### config.mk
export PLATFORM = sky130hd
export DESIGN_NAME = fetch_unit
export DESIGN_NICKNAME = d
export VERILOG_FILES = /design/src/rtl/h2bp.sv /design/src/rtl/fetch_buf.sv /design/src/rtl/fetch_unit.sv
export SDC_FILE = /design/constraint.sdc
export NUM_CORES = 1
export LEC_CHECK = 0
export CAP_MARGIN = 25
export CORE_MARGIN = 3
export CORE_UTILIZATION = 40
export CTS_BUF_LIST = sky130_fd_sc_hd__clkbuf_4
export DETAILED_ROUTE_END_ITERATION = 10
export HOLD_SLACK_MARGIN = 0.03
export MAX_ROUTING_LAYER = met4
export SLEW_MARGIN = 0
export SYNTH_ARGS = -nofsm -noshare
export SYNTH_HDL_FRONTEND = slang
export SYNTH_SLANG_ARGS = --single-unit
export TNS_END_PERCENT = 20
### constraint.sdc
create_clock -name clk -period 3.4 [get_ports clk]
set_input_delay 0.34 -clock clk [delete_from_list [all_inputs] [get_ports clk]]
set_output_delay 0.34 -clock clk [all_outputs]
set_load 0.05 [all_outputs]
### src/rtl/h2bp.sv
// rtl/h2bp.sv - shared fetch types: word_t, fetch_pkt_t and NOP_INSTR
package h2bp;

  typedef logic [31:0] word_t;

  typedef struct packed {
    word_t pc;
    word_t instr;
  } fetch_pkt_t;

  localparam word_t NOP_INSTR = 32'h0;

endpackage

### src/rtl/fetch_buf.sv
// rtl/fetch_buf.sv - shift-register fetch FIFO; head is slot 0, flush beats push
module fetch_buf
  import h2bp::*;
#(
  parameter int DEPTH = 2,
  parameter int CW    = $clog2(DEPTH + 1)
) (
  input  logic          clk,
  input  logic          rst_n,
  input  logic          push,
  input  logic          pop,
  input  logic          flush,
  input  fetch_pkt_t    din,
  output logic [CW-1:0] count,
  output fetch_pkt_t    head
);

  fetch_pkt_t    mem_q [DEPTH];
  fetch_pkt_t    mem_d [DEPTH];
  logic [CW-1:0] count_q, count_d;
  logic [CW-1:0] wr_idx;
  logic          do_pop;

  // Slot 0 is only overwritten by a shift or a push, so an emptied FIFO keeps its last head.
  always_comb begin
    mem_d   = mem_q;
    count_d = count_q;
    do_pop  = pop && (count_q != '0);
    wr_idx  = count_q - {{(CW-1){1'b0}}, do_pop};
    if (flush) begin
      count_d = '0;
    end else begin
      for (int i = 0; i < DEPTH - 1; i++) begin
        if (do_pop && (i + 1 < int'(count_q))) mem_d[i] = mem_q[i+1];
      end
      for (int i = 0; i < DEPTH; i++) begin
        if (push && (wr_idx == CW'(i))) mem_d[i] = din;
      end
      count_d = wr_idx + {{(CW-1){1'b0}}, push};
    end
  end

  always_ff @(posedge clk or negedge rst_n) begin
    if (!rst_n) begin
      count_q <= '0;
      for (int i = 0; i < DEPTH; i++) mem_q[i] <= '{pc: '0, instr: NOP_INSTR};
    end else begin
      count_q <= count_d;
      mem_q   <= mem_d;
    end
  end

  assign count = count_q;
  assign head  = mem_q[0];

endmodule

### src/rtl/fetch_unit.sv
// rtl/fetch_unit.sv - fetch PC, imem request credit and redirect; FETCH_PERF_CNT_EN adds perf counters
module fetch_unit
  import h2bp::*;
#(
  parameter word_t RESET_PC   = 32'd0,
  parameter int    FIFO_DEPTH = 2
) (
  input  logic        clk,
  input  logic        rst_n,
  output logic [31:0] imem_pc,
  input  logic [31:0] imem_instr,
  input  logic        redirect_valid,
  input  logic [31:0] redirect_pc,
  output logic        out_valid,
  input  logic        out_ready,
  output logic [31:0] out_pc,
  output logic [31:0] out_instr
`ifdef FETCH_PERF_CNT_EN
  ,
  output logic [31:0] perf_fetched,
  output logic [31:0] perf_stall
`endif
);

  localparam int            CW      = $clog2(FIFO_DEPTH + 1);
  localparam logic [CW:0]   DEPTH_W = (CW+1)'(FIFO_DEPTH);

  word_t         pc_q, pc_d;
  word_t         inflight_pc_q, inflight_pc_d;
  logic          inflight_q, inflight_d;
  logic [CW-1:0] count;
  logic [CW:0]   occ;
  logic          pop, issue, push;
  fetch_pkt_t    head;

  assign pop  = out_valid & out_ready;
  // Slots already committed next cycle; issuing only below depth makes overflow impossible.
  assign occ   = {1'b0, count} - {{CW{1'b0}}, pop} + {{CW{1'b0}}, inflight_q};
  assign issue = (occ < DEPTH_W) && !redirect_valid;
  assign push  = inflight_q && !redirect_valid;

  always_comb begin
    pc_d          = pc_q;
    inflight_d    = 1'b0;
    inflight_pc_d = inflight_pc_q;
    if (redirect_valid) begin
      pc_d = redirect_pc;
    end else if (issue) begin
      inflight_d    = 1'b1;
      inflight_pc_d = pc_q;
      pc_d          = pc_q + 32'd1;
    end
  end

  always_ff @(posedge clk or negedge rst_n) begin
    if (!rst_n) begin
      pc_q          <= RESET_PC;
      inflight_q    <= 1'b0;
      inflight_pc_q <= '0;
    end else begin
      pc_q          <= pc_d;
      inflight_q    <= inflight_d;
      inflight_pc_q <= inflight_pc_d;
    end
  end

  fetch_buf #(
    .DEPTH (FIFO_DEPTH)
  ) u_buf (
    .clk   (clk),
    .rst_n (rst_n),
    .push  (push),
    .pop   (pop),
    .flush (redirect_valid),
    .din   ('{pc: inflight_pc_q, instr: imem_instr}),
    .count (count),
    .head  (head)
  );

  assign imem_pc   = pc_q;
  assign out_valid = (count != '0);
  assign out_pc    = head.pc;
  assign out_instr = head.instr;

`ifdef FETCH_PERF_CNT_EN
  logic [31:0] fetched_q, fetched_d;
  logic [31:0] stall_q, stall_d;

  always_comb begin
    fetched_d = fetched_q;
    stall_d   = stall_q;
    if (pop && (fetched_q != '1)) fetched_d = fetched_q + 32'd1;
    if (out_valid && !out_ready && (stall_q != '1)) stall_d = stall_q + 32'd1;
  end

  always_ff @(posedge clk or negedge rst_n) begin
    if (!rst_n) begin
      fetched_q <= '0;
      stall_q   <= '0;
    end else begin
      fetched_q <= fetched_d;
      stall_q   <= stall_d;
    end
  end

  assign perf_fetched = fetched_q;
  assign perf_stall   = stall_q;
`endif

endmodule

==> impl_metrics.toml, run 1 <==
[status]
status = "complete, no violations"

[flow_run]
cap_violations = 0

[clock_network]
clockRootBuffer = "clkbuf_4"
clk_pin_slew_worst_paths_ns = 0.17
cts_tree = "done"
postCtsHoldBufs = 1
cts_sinks = 195
cts_buffer_depth = 2
htree_num_levels = 4
cts_resized = 0
numCtsBuffers = 17
clk_latency_ns = 0.57
postCtsSetupBuffers = 0

[layout]
drive_gt1_frac = 0.170
nNetsFinal = 973
fillers = 2041
fin_cells = 1194
area_growth_pct = 20.1

[yosys]
syn_area_per_cell_um2 = 11.4
synth_adder_area_share = 0.00760
ys.flop_type = "dfrtp_1"
synth.distinct_cells = 46
yosysMostFrequentCell = "dfrtp_1"
synthMuxAreaShare = 0.188
synth_edf_count = 0
synth_seq_cells = 195
seq_area_frac_synth = 0.529
netlist_instances = 805
syn_nets = 878
synth_commonest_cells = "dfrtp_1, nand2_1, mux2_2"
yosys.area_share.simple = 0.111
synth-compound-area-share = 0.0743
synth_top_family_by_area = "multiplexers"
yosys-top-cells-area = "dfrtp_1, mux2_2, mux2i_1"
synthXorXnorAreaFrac = 0.0106
yosysTopAreaCellShare = 0.529
yosys.area.top_type = "dfrtp_1"
ys_async_sr_fraction = 1.00
synth.cell_area_um2 = 9220
synth_warnings = 0

[sta]
fin_crit_ns = 3.15
slew_violations = 0
tightestPinTransition_ns = 0.626
max_slew_margin = 0.583
rsz0062_at_grt = "no"
finalCritPeriodShare = 0.926
worst_slack_ns = 0.251
setup_viol = 0
clock.fmax_mhz = 318
worst_hold_slack_ns = 0.319
fin_skew_ns = 0.0274
hold_violations = 0

[setup_path]
slowest_stage = "or4_1"
endpoint_kind = "flip-flop"
cp.required_ns = 3.91
worstReg2RegStart = "u_buf.count[1]"
crit_family = "simple AND/OR/NAND/NOR gates"
cp_data_arrival_time_ns = 3.66
timing.critical_path.from = "u_buf.count[1]"
cp.buffers_inverters = 2
r2r_setup_slack_ns = 0.25
cpPeakStageDelay_ns = 0.58
cp_max_fo = 18
worstSetupPathType = "reg2reg"
worstSetupStartpointType = "flip-flop"
path_cells = "inv_1 > nand2_1 > and2_1 > ha_1 > inv_1 > nand2_1 > fa_1 > and4_1 > nand4_4 > or4_1 > a31oi_1"

[route]
drt-pass1-iter-count = 5
avgRoutedWirePerCell_um = 17.6
vias_per_cell = 5.29
postRouteAntennaNets = 0
vias = 6322
drc = 0
routed_wl_mm = 21.0
drt_iter0_markers = 309

[grt]
grt_max_degree = 97
grt_pass1_wl_mm = 34.0
grt-ovfl-total = 0
antenna_found_initial = 1
track_usage = 0.177
grt_pass1_vias = 6173

[pwr]
power.density_nw_per_um2 = 844
peakVddDrop_mv = 0.452
p_leak_nw = 4.88

[min_path]
hp-class = "in2reg"
hp-start = "redirect_pc[22]"

[die]
start_util = 0.415
dieArea_um2 = 24900
ioPinCount = 165
rows = 54
die_w_um = 158
coreArea_um2 = 22200
die_h_um = 158

[place]
io_buffers = 164
place_congestion = 0.784
dp.final_hpwl_mm = 14.2
place_inst = 1159
pre_cts_ws_ns = -0.127
==> state kept, by name, summed over array words and instances (netlist names) <==
| signal | cells |
|---|---|
| u_buf.mem_q | 64 |
| u_buf.head | 64 |
| u_buf.count | 2 |
| imem_pc | 32 |
| inflight_q | 1 |
| inflight_pc_q | 32 |
==> worst reg2reg max path: cells and delay by family, from the launching register on <==
family	cells	cell delay (ns)
and+or+nand+nor	6	1.44
buffers and inverters	2	0.19
AOI/OAI and AO/OA	1	0.17
adders and majority gates	2	0.85
DFF	1	0.42
==> power by group <==
group	total (W)	internal (W)	switching [W]	leakage [nW]
clock	0.00125	0.000409	0.000846	0.156
sequential	0.00389	0.00327	0.000617	2.37
combinational	0.00419	0.00173	0.00246	2.36
==> placed cells by master (no fill, tap or decap), types with 2 or more instances in the layout <==
cell             instances
and3_1                   5
o31ai_1                 15
or2_2                    2
nor3b_2                  2
mux2i_1                 65
o211ai_1                 3
xor2_1                   5
mux2_1                   5
ha_1                     4
or3_1                    2
clkdlybuf4s50_1        163
inv_6                    7
dfrtp_1                195
clkinv_4                 2
nand2_1                 93
nor3_1                   2
nand4_2                  2
clkbuf_4                19
buf_4                   15
and2_1                   5
and4_1                   8
or4_1                   19
nand4_1                  9
inv_1                    9
buf_12                   4
xnor2_1                  3
o311ai_0                 4
o21ai_0                 75
nor2b_1                  4
a31oi_1                 17
mux2_2                  91
nand3_1                 17
nor2_1                  19
==> logic make-up after synthesis <==
logic type | after synthesis
AO/OA/AOI/OAI | 118
XOR/XNOR | 9
adder cells (fa/ha/maj) | 5
buffers and inverters | 118
flip-flops | 195
multiplexers | 161
AND/OR/NAND/NOR | 199
==> per-layer routing <==
metal | GRT usage | routed length [µm]
met5 | - | 0
met4 | 0.0426 | 222
met3 | 0.0314 | 914
met2 | 0.264 | 9670
met1 | 0.253 | 10200
==> stage by stage <==
step / power (W) / area, µm² / util / setup TNS [ns]
6_report: 0.00933 / 11100 / 0.498 / 0
5_1_grt: 0.00994 / 11100 / 0.498 / 0
4_1_cts: 0.00942 / 11000 / 0.496 / 0
3_5_place_dp: 0.00816 / 10700 / 0.483 / -3.51
3_3_place_gp: 0.00807 / 10700 / 0.483 / -3.25
2_1_floorplan: 0.00718 / 9220 / - / 0
==> layout make-up <==
type                    instances  area, µm²  area share
diodes                          1       2.50    0.000226
clock buffers                  19        143      0.0129
clock inverters                13        140      0.0127
inverters                       9       33.8     0.00305
multi-input cells             492       3640       0.329
flip-flops and latches        195       4880       0.441
well taps                     280        350      0.0317
repair buffers                185       1880       0.170
==> worst paths after layout <==
kind	to	depth (start not counted)
max	imem_pc[22]	11
min	imem_pc[22]	3
max reg2reg	imem_pc[22]	11
min reg2reg	u_buf.head[35]	2
max in group asynchronous	inflight_pc_q[5]	3
min in group asynchronous	u_buf.head[42]	2
Note: power is estimated with default switching activity, not from simulation.
==> run 2, diff against run 1 <==
--- a/config.mk
+++ b/config.mk
@@ -12,8 +12,10 @@
 export DETAILED_ROUTE_END_ITERATION = 10
 export HOLD_SLACK_MARGIN = 0.03
 export MAX_ROUTING_LAYER = met4
+export SKIP_CTS_REPAIR_TIMING = 1
 export SLEW_MARGIN = 0
 export SYNTH_ARGS = -nofsm -noshare
 export SYNTH_HDL_FRONTEND = slang
+export SYNTH_HIERARCHICAL = 1
 export SYNTH_SLANG_ARGS = --single-unit
 export TNS_END_PERCENT = 20
==> run 2 against run 1 <==
Sequential share of layout area grew 0.42 points; first-iteration DRC count grew 32%; synthesized cell count shrank 0.99%; largest cell class unchanged.
==> impl_metrics.toml, run 2 <==
[status]
status = "complete, no violations"

[yosys]
yosys.area.top_type = "dfrtp_1"
yosys-top-cells-area = "dfrtp_1, mux2_4, buf_4"
yosysMostFrequentCell = "dfrtp_1"
synth_seq_cells = 195
synth.distinct_cells = 46
synth.cell_area_um2 = 9170
syn_area_per_cell_um2 = 11.5
netlist_instances = 797
syn_nets = 870
yosysTopAreaCellShare = 0.532
ys.flop_type = "dfrtp_1"
synth_commonest_cells = "dfrtp_1, inv_1, buf_4"
seq_area_frac_synth = 0.532
ys_async_sr_fraction = 1.00
synth_warnings = 6
synth_edf_count = 0

[clock_network]
htree_num_levels = 4
cts_sinks = 195
clk_pin_slew_worst_paths_ns = 0.19
clk_latency_ns = 0.56
cts_buffer_depth = 2
numCtsBuffers = 17
cts_tree = "done"
clockRootBuffer = "clkbuf_4"

[pwr]
power.density_nw_per_um2 = 865
p_seq_frac = 0.410
clkPwrFrac = 0.128
combPwrFrac = 0.463
peakVddDrop_mv = 0.365
power.total_w = 0.00948
power.internal_w = 0.00547
p_sw_w = 0.00401
p_leak_nw = 5.01
switching_share = 0.423

[sta]
finalCritPeriodShare = 0.962
max_slew_margin = 0.435
fin_crit_ns = 3.27
fin_skew_ns = 0.0292
rsz0062_at_grt = "no"
tightestPinTransition_ns = 0.848
final.setup.tns_ns = 0
slew_violations = 0
hold_violations = 0
clock.fmax_mhz = 306
setup_viol = 0
worst_hold_slack_ns = 0.306

[place]
placed_area_um2 = 10700
dp.final_hpwl_mm = 13.7
io_buffers = 164
place_congestion = 0.759

[die]
die_h_um = 157
rows = 54
ioPinCount = 165
dieArea_um2 = 24800
coreArea_um2 = 22200
start_util = 0.414
die_w_um = 157

[route]
drt_iter0_markers = 407
postRouteAntennaNets = 0
drt-pass1-iter-count = 4
drc = 0
vias = 6144
m1WireLength_mm = 10.3
avgRoutedWirePerCell_um = 17.4
routed_wl_mm = 20.7
wl_met2_mm = 9.33
top_layer = "met4"
vias_per_cell = 5.17
routed-wl-met3_um = 996

[grt]
grt_max_degree = 103
grt_pass1_vias = 6267
grt-ovfl-total = 0
track_usage = 0.176
grt_pass1_wl_mm = 33.7
antenna_found_initial = 1

[setup_path]
cp_data_arrival_time_ns = 3.77
cp.required_ns = 3.90
crit_family = "simple AND/OR/NAND/NOR gates"
path_cells = "or2_4 > and2_4 > ha_1 > nand2b_4 > fa_2 > nand4_4 > or4b_4 > or4_1 > a31oi_1"
endpoint_kind = "flip-flop"
worstReg2RegStart = "u_buf/count[0]"
cp_max_fo = 11
cpPeakStageDelay_ns = 0.59
worstSetupStartpointType = "flip-flop"
slowest_stage = "fa_2"
timing.critical_path.from = "u_buf/count[0]"
cp.buffers_inverters = 0
worstSetupPathType = "reg2reg"

[layout]
area_growth_pct = 19.5
final_common_cell = "dfrtp_1"
nNetsFinal = 967
fin_area_um2 = 11000
final_cell_mix = "dfrtp_1, clkdlybuf4s50_1, inv_1"
utilization = 0.495
fillers = 2014
drive_gt1_frac = 0.176

[flow_run]
cap_violations = 0

[min_path]
hp-class = "in2reg"
hp-start = "redirect_pc[6]"
[run 2: changes by cell type after synthesis, moves of 17 or more]
cell / delta
a21oi_1: +64
buf_2: -24
clkbuf_1: +17
inv_1: +61
mux2_2: -57
mux2_4: +60
mux2i_1: -64
nand2_1: -66
o21ai_0: -57
o22ai_1: +64
[run 2: path summary, 6_finish.rpt]
check / end / slack [ns] / depth (start not counted)
setup / recovery: imem_pc[28] / 0.13 / 9
hold reg to reg: u_buf/head[17] / 0.52 / 2
setup reg to reg: imem_pc[28] / 0.13 / 9
min in group asynchronous: imem_pc[22] / 0.42 / 2
hold / removal: imem_pc[6] / 0.31 / 3
max in group asynchronous: u_buf/head[18] / 2.18 / 3
[run 2: area by class of cell]
type,instances,area (µm²),share of cell area
multi-input combinational,421,3310,0.302
inverter,71,267,0.0243
antenna,2,5.00,0.000457
clock buffer,17,128,0.0116
timing repair buffer,188,1880,0.171
tap,280,350,0.0320
clock inverter,15,145,0.0132
sequential,195,4880,0.445
[run 2: kinds of logic (layout without fill, tap and decap cells)]
family                   count (synthesis)  in the layout  share of synthesized area
buffers and inverters                  181            291                      0.113
multiplexers                            95             95                      0.141
flip-flops                             195            195                      0.532
other                                    0              2                          0
AND/OR/NAND/NOR                        124            124                     0.0763
AO/OA/AOI/OAI                          182            182                      0.116
XOR/XNOR                                15             15                     0.0143
adder cells (fa/ha/maj)                  5              5                    0.00764
[run 2: power groups by stage]
stage          clock [W]  sequential, W  combinational (W)
2_1_floorplan          0        0.00392            0.00343
3_3_place_gp           0        0.00390            0.00437
3_5_place_dp           0        0.00395            0.00441
4_1_cts          0.00127        0.00389            0.00443
5_1_grt          0.00137        0.00402            0.00469
6_report         0.00121        0.00388            0.00439
[run 2: metal layers]
| layer | up-vias | GRT usage |
|---|---|---|
| met5 | - | - |
| met2 | 158 | 0.259 |
| li1 | 2959 | - |
| met4 | 0 | 0.0314 |
| met1 | 3020 | 0.254 |
| met3 | 7 | 0.0390 |
[run 2: worst min-delay path: cells and delay by family]
kind | cells | cell delay (ns)
AO/OA/AOI/OAI | 1 | 0.07
buffers and inverters | 1 | 0.39
AND/OR/NAND/NOR | 1 | 0.06
[run 2: stage by stage]
step                instances  worst slack (ns)
floorplan                 797            0.0262
global placement         1154           -0.0124
detailed placement       1154           -0.0523
CTS                      1186             0.117
global route             1189            0.0116
finish                   1189             0.130
==> run 3, diff against run 2 <==
--- a/config.mk
+++ b/config.mk
@@ -6,7 +6,6 @@
 export NUM_CORES = 1
 export LEC_CHECK = 0
 export CAP_MARGIN = 25
-export CORE_MARGIN = 3
 export CORE_UTILIZATION = 40
 export CTS_BUF_LIST = sky130_fd_sc_hd__clkbuf_4
 export DETAILED_ROUTE_END_ITERATION = 10
==> run 3 against run 2 <==
Final area is 0.18% lower; setup slack better by 0.024 ns; global-route usage is 0.98 points higher; clock skew is 0.0089 ns lower; sequential share of layout area is 0.082 points higher; non-clock buffer count is 4 lower; highest routed layer unchanged; via count hardly changed; critical endpoint unchanged.
==> impl_metrics.toml, run 3 (synthesis results as in run 2) <==
[setup_path]
path_cells = "or2_4 > and2_4 > ha_1 > nand2b_4 > fa_2 > nand4_4 > or4b_4 > or4_1 > a31oi_1"
worstSetupStartpointType = "flip-flop"
cp_max_fo = 12
cp.required_ns = 3.92
cpPeakStageDelay_ns = 0.59
cp_data_arrival_time_ns = 3.77
worstSetupPathType = "reg2reg"
endpoint_kind = "flip-flop"
slowest_stage = "fa_2"

[route]
avgRoutedWirePerCell_um = 17.1
postRouteAntennaNets = 0
drc = 0
vias_per_cell = 5.17
drt_iter0_markers = 264
routed_wl_mm = 20.3
vias = 6147
drt-pass1-iter-count = 4

[clock_network]
numCtsBuffers = 17
clk_pin_slew_worst_paths_ns = 0.17
cts_buffer_depth = 2
cts_sinks = 195
htree_num_levels = 4
cts_tree = "done"
clk_latency_ns = 0.58
clockRootBuffer = "clkbuf_4"

[grt]
grt_max_degree = 78
antenna_found_initial = 1
grt_pass1_wl_mm = 33.5
grt_pass1_vias = 6160
grt-ovfl-total = 0
track_usage = 0.186

[die]
die_w_um = 153
ioPinCount = 165
rows = 55
die_h_um = 153
dieArea_um2 = 23500
coreArea_um2 = 22600
start_util = 0.406

[sta]
fin_crit_ns = 3.25
hold_violations = 0
max_slew_margin = 0.472
fin_skew_ns = 0.0204
final.setup.tns_ns = 0
finalCritPeriodShare = 0.955
clock.fmax_mhz = 308
slew_violations = 0
rsz0062_at_grt = "no"
tightestPinTransition_ns = 0.792
setup_viol = 0

[layout]
nNetsFinal = 963
final_common_cell = "dfrtp_1"
drive_gt1_frac = 0.174
final_cell_mix = "dfrtp_1, clkdlybuf4s50_1, inv_1"
fin_area_um2 = 10900
fillers = 2084
area_growth_pct = 19.3

[pwr]
peakVddDrop_mv = 0.311
p_leak_nw = 5.00
power.density_nw_per_um2 = 869

[flow_run]
cap_violations = 0

[status]
status = "complete, no violations"

[place]
place_congestion = 0.761
dp.final_hpwl_mm = 13.2
placed_area_um2 = 10600
io_buffers = 164

[min_path]
hp-class = "in2reg"
run 3: changes by cell type in the layout (fill, tap and decap cells not counted), sizes merged:
cell      change
diode         -1
buf           -4
bufinv        +1
clkinvlp      -1
clkinv        -1
inv           +1
run 3: worst paths after layout:
kind | slack [ns] | start | depth (start not counted) | to
min reg2reg | 0.52 | u_buf/head[18] | 2 | u_buf/head[18]
min | 0.30 | redirect_pc[20] | 3 | imem_pc[20]
max reg2reg | 0.15 | u_buf/count[1] | 9 | imem_pc[28]
min in group asynchronous | 0.32 | rst_n | 2 | u_buf/head[4]
max in group asynchronous | 2.28 | rst_n | 3 | u_buf/head[30]
max | 0.15 | u_buf/count[1] | 9 | imem_pc[28]
run 3: per-stage QoR:
step | std cells | power, W | hold slack, ns | setup slack (ns) | utilization
after detailed placement | 1155 | 0.00831 | 0.413 | 0.0287 | 0.471
after floorplan | 797 | 0.00735 | 0.0444 | 0.0262 | -
after CTS | 1187 | 0.00962 | -0.257 | 0.136 | 0.484
after global routing | 1189 | 0.0101 | 0.256 | 0.0458 | 0.485
after global placement | 1155 | 0.00823 | 0.409 | 0.0492 | 0.471
final | 1189 | 0.00951 | 0.298 | 0.154 | 0.485
run 3: layer usage:
| metal | routed length [µm] | GRT usage | up-vias |
|---|---|---|---|
| met5 | 0 | - | - |
| met4 | 227 | 0.0538 | 0 |
| met3 | 767 | 0.0320 | 17 |
| met2 | 9000 | 0.273 | 146 |
| met1 | 10400 | 0.263 | 3033 |
| li1 | - | - | 2951 |
run 3: final cells by class:
class	instances	area (µm²)	share of cell area
inverter	71	267	0.0244
timing repair buffer	184	1840	0.168
clock buffer	17	128	0.0117
clock inverter	15	164	0.0150
sequential	195	4880	0.446
tap	285	357	0.0326
antenna	1	2.50	0.000229
multi-input combinational	421	3310	0.302
run 3: power breakdown:
group	total (W)	internal, W	switching (W)
logic	0.00434	0.00187	0.00247
clock network	0.00128	0.000402	0.000876
registers	0.00389	0.00324	0.000646
total	0.00951	0.00551	0.00400
run 3: critical path: cells and delay by family (launching register included):
| kind | cells | cell delay (ns) |
|---|---|---|
| simple gates | 6 | 1.72 |
| flops | 1 | 0.43 |
| compound gates | 1 | 0.16 |
| fa+ha+maj | 2 | 0.86 |
